===== config.mk =====
export PLATFORM = sky130hd
export DESIGN_NAME = uart_echo_sched_flat
export DESIGN_NICKNAME = d
export VERILOG_FILES = /design/src/rtl/uart_echo_sched_if.sv /design/src/rtl/uart_echo_sched.sv /design/src/flat_wrapper.sv
export SDC_FILE = /design/constraint.sdc
export NUM_CORES = 1
export LEC_CHECK = 0
export CAP_MARGIN = 20
export CELL_PAD_IN_SITES_DETAIL_PLACEMENT = 0
export CELL_PAD_IN_SITES_GLOBAL_PLACEMENT = 1
export CORE_UTILIZATION = 38
export DETAILED_ROUTE_END_ITERATION = 7
export PLACE_DENSITY = 0.82
export SLEW_MARGIN = 20
export SYNTH_ARGS = -nofsm -noshare
export SYNTH_HDL_FRONTEND = slang
export SYNTH_SLANG_ARGS = --single-unit

===== constraint.sdc =====
create_clock -name ICE_CLK -period 4.7 [get_ports ICE_CLK]
set_clock_uncertainty 0.15 [all_clocks]
set_input_delay 1.175 -clock ICE_CLK [delete_from_list [all_inputs] [get_ports ICE_CLK]]
set_output_delay 1.175 -clock ICE_CLK [all_outputs]
set_load 0.005 [all_outputs]

===== src/rtl/uart_echo_sched_if.sv =====
// Echo-path bus between the RAM-backed scheduler and its environment:
// uart_rx bytes in, RAM write/read port, uart_tx2 handshake and queue status.
interface uart_echo_sched_if #(
    parameter int unsigned ADDR_W = 9
);
    logic              rx_dv;
    logic [7:0]        rx_byte;
    logic              flush;
    logic              ram_we;
    logic [ADDR_W-1:0] ram_waddr;
    logic [7:0]        ram_din;
    logic [ADDR_W-1:0] ram_raddr;
    logic [7:0]        ram_dout;
    logic              tx_dv;
    logic [7:0]        tx_byte;
    logic              tx_done;
    logic [ADDR_W:0]   level;
    logic              empty;
    logic              full;
    logic              overflow;

    modport slave (
        input  rx_dv, rx_byte, flush, ram_dout, tx_done,
        output ram_we, ram_waddr, ram_din, ram_raddr, tx_dv, tx_byte,
               level, empty, full, overflow
    );

    modport master (
        output rx_dv, rx_byte, flush, ram_dout, tx_done,
        input  ram_we, ram_waddr, ram_din, ram_raddr, tx_dv, tx_byte,
               level, empty, full, overflow
    );
endinterface


===== src/rtl/uart_echo_sched.sv =====
// RAM-backed FIFO scheduler between uart_rx and uart_tx2 with full/empty/overflow
// tracking and flush. Define UART_ECHO_SCHED_CRLF_EN to expand CR into CR+LF.
module uart_echo_sched #(
    parameter int unsigned ADDR_W = 9
) (
    input  logic          ICE_CLK,
    input  logic          RST_N,
    uart_echo_sched_if.slave bus
);
    localparam int unsigned DEPTH = 2 ** ADDR_W;
    localparam int unsigned LVL_W = ADDR_W + 1;

    typedef enum logic [2:0] {
        S_IDLE  = 3'd0,
        S_FETCH = 3'd1,
        S_LOAD  = 3'd2,
        S_WAIT  = 3'd3,
        S_LF    = 3'd4
    } state_e;

    state_e            state_q, state_d;
    logic [ADDR_W-1:0] wptr_q, wptr_d;
    logic [ADDR_W-1:0] rptr_q, rptr_d;
    logic [LVL_W-1:0]  level_q, level_d;
    logic              overflow_q, overflow_d;
    logic              tx_dv_q, tx_dv_d;
    logic [7:0]        tx_byte_q, tx_byte_d;

    logic full_c, empty_c, wr_acc_c, deq_c;

    // Status comes from the registered level only, never from pointer compare.
    always_comb begin
        full_c   = (level_q == LVL_W'(DEPTH));
        empty_c  = (level_q == '0);
        wr_acc_c = bus.rx_dv & ~full_c & ~bus.flush;
        deq_c    = (state_q == S_IDLE) & ~empty_c & ~bus.flush;
    end

    // Queue bookkeeping; flush clears everything and wins over a same-cycle write.
    always_comb begin
        wptr_d     = wptr_q;
        rptr_d     = rptr_q;
        level_d    = level_q;
        overflow_d = overflow_q;
        if (bus.flush) begin
            wptr_d     = '0;
            rptr_d     = '0;
            level_d    = '0;
            overflow_d = 1'b0;
        end else begin
            if (wr_acc_c) wptr_d = wptr_q + ADDR_W'(1);
            if (deq_c)    rptr_d = rptr_q + ADDR_W'(1);
            level_d = level_q + LVL_W'(wr_acc_c) - LVL_W'(deq_c);
            if (bus.rx_dv & full_c) overflow_d = 1'b1;
        end
    end

    // Read sequencer: RAM data is valid during FETCH and is captured on the way
    // into LOAD, so the registered tx_dv pulse coincides with the LOAD cycle.
    always_comb begin
        state_d   = state_q;
        tx_dv_d   = 1'b0;
        tx_byte_d = tx_byte_q;
        case (state_q)
            S_IDLE: begin
                if (deq_c) state_d = S_FETCH;
            end
            S_FETCH: begin
                state_d   = S_LOAD;
                tx_byte_d = bus.ram_dout;
                tx_dv_d   = 1'b1;
            end
            S_LOAD: begin
                state_d = S_WAIT;
            end
            S_WAIT: begin
                if (bus.tx_done) begin
`ifdef UART_ECHO_SCHED_CRLF_EN
                    if (tx_byte_q == 8'h0D) begin
                        state_d   = S_LF;
                        tx_byte_d = 8'h0A;
                        tx_dv_d   = 1'b1;
                    end else begin
                        state_d = S_IDLE;
                    end
`else
                    state_d = S_IDLE;
`endif
                end
            end
            S_LF: begin
                state_d = S_WAIT;
            end
            default: begin
                state_d = S_IDLE;
            end
        endcase
    end

    always_ff @(posedge ICE_CLK or negedge RST_N) begin
        if (!RST_N) begin
            state_q    <= S_IDLE;
            wptr_q     <= '0;
            rptr_q     <= '0;
            level_q    <= '0;
            overflow_q <= 1'b0;
            tx_dv_q    <= 1'b0;
            tx_byte_q  <= 8'h00;
        end else begin
            state_q    <= state_d;
            wptr_q     <= wptr_d;
            rptr_q     <= rptr_d;
            level_q    <= level_d;
            overflow_q <= overflow_d;
            tx_dv_q    <= tx_dv_d;
            tx_byte_q  <= tx_byte_d;
        end
    end

    assign bus.ram_we    = wr_acc_c;
    assign bus.ram_waddr = wptr_q;
    assign bus.ram_din   = bus.rx_byte;
    assign bus.ram_raddr = rptr_q;
    assign bus.tx_dv     = tx_dv_q;
    assign bus.tx_byte   = tx_byte_q;
    assign bus.level     = level_q;
    assign bus.empty     = empty_c;
    assign bus.full      = full_c;
    assign bus.overflow  = overflow_q;
endmodule


===== src/flat_wrapper.sv =====
// flat-port wrapper written by rule: the top's interface ports become plain ports
module uart_echo_sched_flat 
#(
    parameter int unsigned ADDR_W = 9
)
  (ICE_CLK, RST_N, bus_rx_dv, bus_rx_byte, bus_flush, bus_ram_dout, bus_tx_done, bus_ram_we, bus_ram_waddr, bus_ram_din, bus_ram_raddr, bus_tx_dv, bus_tx_byte, bus_level, bus_empty, bus_full, bus_overflow);
  uart_echo_sched_if #(.ADDR_W(ADDR_W)) bus_i ();
  input  logic ICE_CLK;
  input  logic RST_N;
  input wire logic [$bits(bus_i.rx_dv)-1:0] bus_rx_dv;
  input wire logic [$bits(bus_i.rx_byte)-1:0] bus_rx_byte;
  input wire logic [$bits(bus_i.flush)-1:0] bus_flush;
  input wire logic [$bits(bus_i.ram_dout)-1:0] bus_ram_dout;
  input wire logic [$bits(bus_i.tx_done)-1:0] bus_tx_done;
  output wire logic [$bits(bus_i.ram_we)-1:0] bus_ram_we;
  output wire logic [$bits(bus_i.ram_waddr)-1:0] bus_ram_waddr;
  output wire logic [$bits(bus_i.ram_din)-1:0] bus_ram_din;
  output wire logic [$bits(bus_i.ram_raddr)-1:0] bus_ram_raddr;
  output wire logic [$bits(bus_i.tx_dv)-1:0] bus_tx_dv;
  output wire logic [$bits(bus_i.tx_byte)-1:0] bus_tx_byte;
  output wire logic [$bits(bus_i.level)-1:0] bus_level;
  output wire logic [$bits(bus_i.empty)-1:0] bus_empty;
  output wire logic [$bits(bus_i.full)-1:0] bus_full;
  output wire logic [$bits(bus_i.overflow)-1:0] bus_overflow;
  assign bus_i.rx_dv = bus_rx_dv;
  assign bus_i.rx_byte = bus_rx_byte;
  assign bus_i.flush = bus_flush;
  assign bus_i.ram_dout = bus_ram_dout;
  assign bus_i.tx_done = bus_tx_done;
  assign bus_ram_we = bus_i.ram_we;
  assign bus_ram_waddr = bus_i.ram_waddr;
  assign bus_ram_din = bus_i.ram_din;
  assign bus_ram_raddr = bus_i.ram_raddr;
  assign bus_tx_dv = bus_i.tx_dv;
  assign bus_tx_byte = bus_i.tx_byte;
  assign bus_level = bus_i.level;
  assign bus_empty = bus_i.empty;
  assign bus_full = bus_i.full;
  assign bus_overflow = bus_i.overflow;
  uart_echo_sched #(.ADDR_W(ADDR_W)) u_core (.ICE_CLK(ICE_CLK), .RST_N(RST_N), .bus(bus_i));
endmodule

==> results of run 1 <==
==> power breakdown <==
part / internal [W] / switching [W] / leakage [nW]
sequential: 0.000440 / 0.0000692 / 0.524
clock: 0.000101 / 0.000113 / 0.0410
combinational: 0.000475 / 0.000391 / 0.721
==> Yosys cell counts, types with 2 or more instances <==
library cell | number | area share [%]
xor2_1 | 12 | 4.6
a21oi_1 | 7 | 1.5
mux2_2 | 9 | 4.5
dfrtp_1 | 40 | 44
nand4_1 | 5 | 1.4
o21bai_1 | 3 | 0.99
or3_1 | 3 | 0.83
clkbuf_1 | 5 | 0.83
nand3_1 | 3 | 0.66
nand2_1 | 8 | 1.3
ha_1 | 21 | 12
buf_4 | 8 | 2.7
nor2b_1 | 5 | 1.4
a31oi_1 | 3 | 0.83
o21ai_0 | 4 | 0.88
nor2_1 | 29 | 4.8
and2_1 | 2 | 0.55
xnor2_1 | 9 | 3.5
nor3_1 | 4 | 0.88
and3_1 | 5 | 1.4
inv_1 | 19 | 3.1
==> logic make-up after synthesis <==
logic type | share of synthesized area, %
and+or+nand+nor | 15.6
xor gates and xnor gates | 8.12
adders and majority gates | 12.5
buffers and inverters | 6.85
DFF | 44.2
AOI/OAI and AO/OA | 7.35
muxes | 5.41
==> sequential cells by signal, summed over array words and instances, names as in the netlist <==
name / cells
u_core.bus.overflow: 1
u_core.bus.ram_waddr: 9
u_core.bus.ram_raddr: 9
u_core.bus.level: 10
u_core.bus.tx_dv: 1
u_core.bus.tx_byte: 8
u_core.state_q: 2
==> layout make-up <==
type | instances | share of cell area [%]
Clock inverter | 1 | 0.173
Multi-Input combinational cell | 148 | 38.4
Tap cell | 72 | 3.12
Clock buffer | 6 | 2.51
Inverter | 19 | 2.47
Timing Repair Buffer | 55 | 18.7
Sequential cell | 40 | 34.6
==> per-layer routing <==
layer  vias to the layer above  GRT usage, %  wire length [um]  part of all wire, %
li1                        825             -                 -                    -
met1                       758          19.9              2100                   48
met2                        29          24.1              2020                   47
met4                         0          5.82                53                  1.2
met5                         -             0                 0                    0
met3                         5          4.25               163                  3.8
==> path summary, 6_finish.rpt <==
path	start	to	slack (ns)	depth (start not counted)
worst max register to register	u_core.bus.level[3]	u_core.bus.level[8]	1.23	15
min in group asynchronous	RST_N	u_core.bus.tx_byte[6]	0.84	1
worst min-delay path	u_core.bus.overflow	u_core.bus.overflow	0.36	2
max in group asynchronous	RST_N	u_core.bus.level[4]	3.01	1
worst min register to register	u_core.bus.overflow	u_core.bus.overflow	0.36	2
worst max-delay path	bus_rx_dv	bus_ram_we	0.82	4
==> cell usage in the layout, fill, tap and decap left out, types with 2 or more instances in the layout <==
master,count
xnor2_1,9
clkdlybuf4s50_1,52
and2_1,2
nor3_1,4
and3_1,5
a21oi_1,7
nand4_1,5
nand3_1,3
buf_4,2
nor2_1,29
xor2_1,12
o21ai_0,4
nand2_1,8
o21bai_1,3
mux2_2,9
inv_1,19
or3_1,3
a31oi_1,3
dfrtp_1,40
nor2b_1,5
clkbuf_8,5
ha_1,21
==> worst max-delay path, delay by kind of cell <==
family,cells,cell delay (ns)
buf+inv,3,1.16
simple gates,1,0.22
==> metrics by stage <==
| step | cell area (um2) | utilization [%] | cells |
|---|---|---|---|
| after floorplan | 2260 | - | 221 |
| after global placement | 2810 | 49.8 | 334 |
| after detailed placement | 2810 | 49.8 | 334 |
| after CTS | 2890 | 51.2 | 341 |
| after global routing | 2890 | 51.2 | 341 |
| final | 2890 | 51.2 | 341 |
==> impl_metrics.prom, run 1 <==
# TYPE chip_impl_metric gauge
chip_impl_info{name="critical_path.startpoint_type",value="input pin"} 1
chip_impl_metric{name="drt-wirelength-per-cell",unit="um"} 12.7
chip_impl_metric{name="synth.cell_area",unit="um2"} 2260
chip_impl_info{name="clock_tree.root_cell",value="clkbuf_8"} 1
chip_impl_metric{name="die_w",unit="um"} 79.2
chip_impl_metric{name="share_of_post_route_cells_with_drive_strength_above_1",unit="%"} 7.43
chip_impl_metric{name="ys_seq_elements",unit=""} 40
chip_impl_info{name="status",value="complete, no violations"} 1
chip_impl_metric{name="max_freq",unit="MHz"} 258
chip_impl_metric{name="post-layout-total-power",unit="W"} 0.00159
chip_impl_metric{name="floorplan.core_area",unit="um2"} 5640
chip_impl_metric{name="grt.total_usage",unit="%"} 15.3
chip_impl_metric{name="largest_buffer_count_on_any_clock_path",unit=""} 2
chip_impl_metric{name="grt_antenna_before_repair",unit=""} 0
chip_impl_metric{name="area_growth",unit="%"} 27.6
chip_impl_metric{name="worst_slew_margin_rel",unit="%"} 42.1
chip_impl_metric{name="slew_viol_final",unit=""} 0
chip_impl_metric{name="detail_route.drc_violations",unit=""} 0
chip_impl_metric{name="wire_length_of_the_first_global_routing_pass",unit="mm"} 7.36
chip_impl_metric{name="critPathArrivalTime",unit="ns"} 2.55
chip_impl_metric{name="power.density",unit="nW/um2"} 550
chip_impl_metric{name="fillCellCount",unit=""} 525
chip_impl_metric{name="tritoncts.num_buffers",unit=""} 5
chip_impl_info{name="end_kind",value="primary output"} 1
chip_impl_metric{name="clock_insertion_delay_worst_skew",unit="ns"} 0.29
chip_impl_metric{name="detailedRoute.firstPassIterationCount",unit=""} 4
chip_impl_metric{name="timing.critical_path.fanout_max",unit=""} 4
chip_impl_metric{name="hold_slack",unit="ns"} 0.359
chip_impl_info{name="rsz_0062_raised_after_global_routing",value="no"} 1
chip_impl_metric{name="h_tree_lvl_count",unit=""} 2
chip_impl_metric{name="chipHeight",unit="um"} 79.2
chip_impl_metric{name="layout_min_cycle_time",unit="ns"} 3.88
chip_impl_metric{name="standard_cell_rows",unit=""} 27
chip_impl_metric{name="hold_viol",unit=""} 0
chip_impl_metric{name="place.port_buffers",unit=""} 53
chip_impl_metric{name="multi_input_comb_area",unit="um2"} 1110
chip_impl_info{name="tritoncts_clock_tree",value="done"} 1
chip_impl_info{name="synth-main-ff-cell",value="dfrtp_1"} 1
chip_impl_metric{name="antenna_left",unit=""} 0
chip_impl_info{name="crit_type",value="in -> out"} 1
chip_impl_metric{name="hold_bufs_at_cts",unit=""} 0
chip_impl_metric{name="synthDistinctLibCells",unit=""} 38
chip_impl_info{name="slowest_stage",value="clkdlybuf4s50_1"} 1
chip_impl_info{name="critical_path.cell_chain",value="clkdlybuf4s50_1, inv_1, nor3_1, clkdlybuf4s50_1"} 1
chip_impl_metric{name="cts_setup_buffers",unit=""} 0
chip_impl_metric{name="pin_count",unit=""} 70
chip_impl_metric{name="dr.first_iter.drc_count",unit=""} 91
chip_impl_metric{name="cts.sinks",unit=""} 40
chip_impl_metric{name="postSynthAreaPerCell",unit="um2"} 10.2
chip_impl_metric{name="via_count_of_the_first_global_routing_pass",unit=""} 1564
chip_impl_metric{name="min_period_over_period",unit="%"} 82.5
chip_impl_metric{name="synth.net_count",unit=""} 264
chip_impl_info{name="hold_path.class",value="reg -> reg"} 1
chip_impl_metric{name="initial_utilization",unit="%"} 40.1
chip_impl_metric{name="via_count",unit=""} 1617
chip_impl_metric{name="max_stage_delay",unit="ns"} 0.56
chip_impl_metric{name="vias_per_cell",unit=""} 4.74
chip_impl_metric{name="nets",unit=""} 312
chip_impl_metric{name="finalSetupViolCount",unit=""} 0
chip_impl_metric{name="tns",unit="ns"} 0
chip_impl_metric{name="power_leakage",unit="nW"} 1.29
chip_impl_info{name="cp_common_cell",value="clkdlybuf4s50_1"} 1
chip_impl_metric{name="synth_seq_area_share",unit="%"} 44.2
chip_impl_metric{name="detail_route.wirelength",unit="mm"} 4.34
chip_impl_metric{name="cp_required",unit="ns"} 3.38
chip_impl_metric{name="gpl.final_weighted_congestion",unit=""} 0.824
chip_impl_metric{name="synth_enable_flop_cells",unit=""} 0
chip_impl_metric{name="postSynth.asyncResetShare",unit="%"} 100
chip_impl_metric{name="post_cts_resized",unit=""} 0
chip_impl_metric{name="clk_transition_reported_paths",unit="ns"} 0.08
chip_impl_metric{name="die_area",unit="um2"} 6270
chip_impl_metric{name="tightest_slew",unit="ns"} 0.868
chip_impl_metric{name="timing.max_cap.violations",unit=""} 0
chip_impl_metric{name="number_of_antenna_repair_diodes",unit=""} 0
chip_impl_metric{name="dp_hpwl",unit="mm"} 3.27
chip_impl_metric{name="yosys_warnings",unit=""} 0
chip_impl_metric{name="synthesis.instances",unit=""} 221
chip_impl_metric{name="grt_max_degree",unit=""} 41
chip_impl_metric{name="final-seq-area",unit="um2"} 1000
chip_impl_metric{name="timing.final.ws_setup",unit="ns"} 0.823
chip_impl_metric{name="grt_overflow_total",unit=""} 0
chip_impl_metric{name="detailedPlace.worstSlack",unit="ns"} 0.621
chip_impl_metric{name="vdd_ir_drop_max",unit="mV"} 0.371
Note: power is estimated with default switching activity, not from simulation.
==> inputs of run 2 (changes only) <==
--- a/config.mk
+++ b/config.mk
@@ -8,9 +8,9 @@
 export CAP_MARGIN = 20
 export CELL_PAD_IN_SITES_DETAIL_PLACEMENT = 0
 export CELL_PAD_IN_SITES_GLOBAL_PLACEMENT = 1
-export CORE_UTILIZATION = 38
+export CORE_UTILIZATION = 32
 export DETAILED_ROUTE_END_ITERATION = 7
-export PLACE_DENSITY = 0.82
+export PLACE_DENSITY = 0.73
 export SLEW_MARGIN = 20
 export SYNTH_ARGS = -nofsm -noshare
 export SYNTH_HDL_FRONTEND = slang
==> constraint.sdc (replaced) <==
create_clock -name ICE_CLK -period 3.15 [get_ports ICE_CLK]
set_clock_uncertainty 0.15 [all_clocks]
set_input_delay 0.7875 -clock ICE_CLK [delete_from_list [all_inputs] [get_ports ICE_CLK]]
set_output_delay 0.7875 -clock ICE_CLK [all_outputs]
set_load 0.005 [all_outputs]
==> run 2 against run 1 <==
  * The run now ends with setup timing left
  * Worst setup slack worse by 0.83 ns
  * Flip-flop and latch count stayed put
  * Cell count is 16% higher
  * Core utilization is 2.9 points lower
  * Sequential power is 47% higher
  * Final area is 14% higher
  * First-iteration DRC count is 53% lower
  * Critical endpoint is now u_core.bus.level[8]
  * Via count is 9.7% higher
  * Combinational power is 100% higher
==> impl_metrics.prom, run 2 (synthesized netlist as in run 1, its figures left out) <==
# TYPE chip_impl_metric gauge
chip_impl_metric{name="cp_required",unit="ns"} 3.18
chip_impl_metric{name="gpl.final_weighted_congestion",unit=""} 0.793
chip_impl_metric{name="place.port_buffers",unit=""} 53
chip_impl_metric{name="h_tree_lvl_count",unit=""} 2
chip_impl_metric{name="grt_antenna_before_repair",unit=""} 0
chip_impl_metric{name="timing.final.ws_setup",unit="ns"} -0.00409
chip_impl_metric{name="via_count_of_the_first_global_routing_pass",unit=""} 1753
chip_impl_metric{name="finalSetupViolCount",unit=""} 2
chip_impl_metric{name="internal_power",unit="W"} 0.00183
chip_impl_info{name="slowest_stage",value="dfrtp_1"} 1
chip_impl_metric{name="dp_hpwl",unit="mm"} 3.55
chip_impl_metric{name="standard_cell_rows",unit=""} 30
chip_impl_metric{name="timing.critical_path.buf_inv",unit=""} 2
chip_impl_metric{name="final_util",unit="%"} 48.3
chip_impl_metric{name="finalInstanceArea",unit="um2"} 3300
chip_impl_metric{name="pin_count",unit=""} 70
chip_impl_metric{name="combinationalPowerShare",unit="%"} 60.9
chip_impl_info{name="tritoncts_clock_tree",value="done"} 1
chip_impl_metric{name="detail_route.wirelength",unit="mm"} 4.90
chip_impl_info{name="critical_path.cell_chain",value="inv_2, ha_4, nor4bb_4, and3_4, nand2b_4, nor2_4, ha_4, inv_2, ha_4, fa_2, a21oi_4, nor4_4, o31a_1, xnor2_1, nor2_1"} 1
chip_impl_info{name="critical_path.startpoint_type",value="register"} 1
chip_impl_metric{name="p_sw_share",unit="%"} 35.8
chip_impl_metric{name="grt_max_degree",unit=""} 41
chip_impl_metric{name="cts.sinks",unit=""} 40
chip_impl_metric{name="slew_viol_final",unit=""} 0
chip_impl_metric{name="min_period_over_period",unit="%"} 100
chip_impl_metric{name="clock_insertion_delay_worst_skew",unit="ns"} 0.29
chip_impl_info{name="layout.cells.most_common",value="clkdlybuf4s50_1"} 1
chip_impl_metric{name="via_count",unit=""} 1774
chip_impl_metric{name="chipHeight",unit="um"} 86.1
chip_impl_metric{name="regToRegSetupSlack",unit="ns"} -0.004
chip_impl_metric{name="detailedRoute.firstPassIterationCount",unit=""} 4
chip_impl_metric{name="die_area",unit="um2"} 7420
chip_impl_metric{name="antenna_left",unit=""} 0
chip_impl_info{name="clock_tree.root_cell",value="clkbuf_8"} 1
chip_impl_metric{name="critPathArrivalTime",unit="ns"} 3.18
chip_impl_metric{name="wire_length_of_the_first_global_routing_pass",unit="mm"} 7.99
chip_impl_metric{name="worst_slew_margin_rel",unit="%"} 39.5
chip_impl_info{name="path_delay_family",value="adder cells"} 1
chip_impl_metric{name="max_stage_delay",unit="ns"} 0.40
chip_impl_metric{name="critical_path_cell_count",unit=""} 15
chip_impl_metric{name="multi_input_comb_area",unit="um2"} 1240
chip_impl_metric{name="fillCellCount",unit=""} 687
chip_impl_metric{name="final-seq-area",unit="um2"} 1000
chip_impl_metric{name="largest_buffer_count_on_any_clock_path",unit=""} 2
chip_impl_metric{name="vdd_ir_drop_max",unit="mV"} 0.470
chip_impl_metric{name="clk_transition_reported_paths",unit="ns"} 0.08
chip_impl_metric{name="tritoncts.num_buffers",unit=""} 5
chip_impl_metric{name="vias_per_cell",unit=""} 4.48
chip_impl_metric{name="power.density",unit="nW/um2"} 863
chip_impl_metric{name="hold_depth",unit=""} 2
chip_impl_metric{name="timing.reg2reg.worst_path_depth",unit=""} 15
chip_impl_metric{name="detail_route.drc_violations",unit=""} 0
chip_impl_metric{name="switchingPower",unit="W"} 0.00102
chip_impl_metric{name="grt.total_usage",unit="%"} 13.8
chip_impl_metric{name="power_leakage",unit="nW"} 1.48
chip_impl_info{name="violations",value="setup timing"} 1
chip_impl_metric{name="timing.critical_path.fanout_max",unit=""} 3
chip_impl_metric{name="drt-wirelength-per-cell",unit="um"} 12.4
chip_impl_metric{name="share_of_post_route_cells_with_drive_strength_above_1",unit="%"} 24.7
chip_impl_info{name="rsz_0062_raised_after_global_routing",value="yes"} 1
chip_impl_metric{name="dr.first_iter.drc_count",unit=""} 43
chip_impl_metric{name="area_growth",unit="%"} 45.7
chip_impl_metric{name="die_w",unit="um"} 86.1
chip_impl_info{name="hold_path.class",value="reg -> reg"} 1
chip_impl_metric{name="placed_standard_cell_area",unit="um2"} 3030
chip_impl_metric{name="placed_cells_incl_taps",unit=""} 379
chip_impl_info{name="status",value="finished, violations left"} 1
chip_impl_metric{name="number_of_flip_flops_in_the_largest_register",unit=""} 10
chip_impl_metric{name="initial_utilization",unit="%"} 33.2
chip_impl_metric{name="p_seq_share",unit="%"} 26.3
chip_impl_metric{name="max_freq",unit="MHz"} 317
chip_impl_metric{name="grt_overflow_total",unit=""} 0
chip_impl_metric{name="tightest_slew",unit="ns"} 0.908
chip_impl_info{name="cp_common_cell",value="ha_4"} 1
chip_impl_info{name="mostFrequentLayoutCells",value="50 x clkdlybuf4s50_1, 40 x dfrtp_1, 32 x buf_4, 28 x nor2_1, 17 x ha_1"} 1
chip_impl_metric{name="number_of_antenna_repair_diodes",unit=""} 0
chip_impl_metric{name="floorplan.core_area",unit="um2"} 6830
chip_impl_metric{name="share_clk_of_total_power",unit="%"} 12.9
chip_impl_metric{name="hold_viol",unit=""} 0
chip_impl_metric{name="timing.max_cap.violations",unit=""} 0
chip_impl_info{name="end_kind",value="register"} 1
chip_impl_metric{name="post-layout-total-power",unit="W"} 0.00285
chip_impl_info{name="crit_type",value="reg -> reg"} 1
chip_impl_metric{name="nets",unit=""} 342
chip_impl_metric{name="layoutNonFillerInstCount",unit=""} 396
chip_impl_metric{name="layout_min_cycle_time",unit="ns"} 3.15
-- run 2: worst reg2reg max path, cell delays in order (launching register included) --
cell and delay, ns:
dfrtp_1 0.40, inv_2 0.08, ha_4 0.12, nor4bb_4 0.35, and3_4 0.24, nand2b_4 0.14
nor2_4 0.04, ha_4 0.27, inv_2 0.04, ha_4 0.15, fa_2 0.39, a21oi_4 0.17
nor4_4 0.06, o31a_1 0.25, xnor2_1 0.14, nor2_1 0.05
-- run 2: worst paths after layout --
| check | to | start |
|---|---|---|
| min | u_core.bus.overflow | u_core.bus.overflow |
| max | u_core.bus.level[8] | u_core.bus.level[2] |
| max in group asynchronous | u_core.bus.level[3] | RST_N |
| max reg2reg | u_core.bus.level[8] | u_core.bus.level[2] |
| min in group asynchronous | u_core.bus.ram_raddr[5] | RST_N |
| min reg2reg | u_core.bus.overflow | u_core.bus.overflow |
-- run 2: per-stage QoR --
stage	hold WS, ns	setup TNS (ns)	worst slack, ns
final	0.349	-0.00597	-0.00409
after floorplan	0.336	-0.0322	-0.0322
after CTS	0.353	-0.176	-0.0712
after global routing	0.371	-0.697	-0.165
after detailed placement	0.334	-1.75	-0.396
after global placement	0.327	-1.57	-0.378
-- run 2: layout make-up --
class	count	share of cell area, %
clock buffer	7	2.62
clock inverter	1	0.227
inverter	19	2.16
multi-input combinational	148	37.7
sequential	40	30.3
tap	96	3.64
timing repair buffer	85	23.4
-- run 2: repair_timing --
item / in CTS / in global routing
pin swaps: 11 / 14
buffers inserted: 6 / 4
endpoints found under the hold margin: 0 / 0
gates resized for setup: 12 / 19
hold buffers: 0 / 0
setup endpoints to repair: 5 / 9
-- run 2: per-layer routing --
layer	up-vias	GRT usage (%)	share of wire, %
met5	-	0	0
met4	0	4.85	1.8
li1	892	-	-
met3	6	2.69	3.8
met2	36	21.9	47
met1	840	18.6	47
-- run 2: power groups by stage --
stage                     registers [W]  logic (W)  clock network, W
after floorplan                0.000769   0.000880                 0
after global placement         0.000752    0.00149                 0
after detailed placement       0.000756    0.00150                 0
after CTS                      0.000748    0.00164          0.000374
after global routing           0.000771    0.00192          0.000394
final                          0.000748    0.00173          0.000366
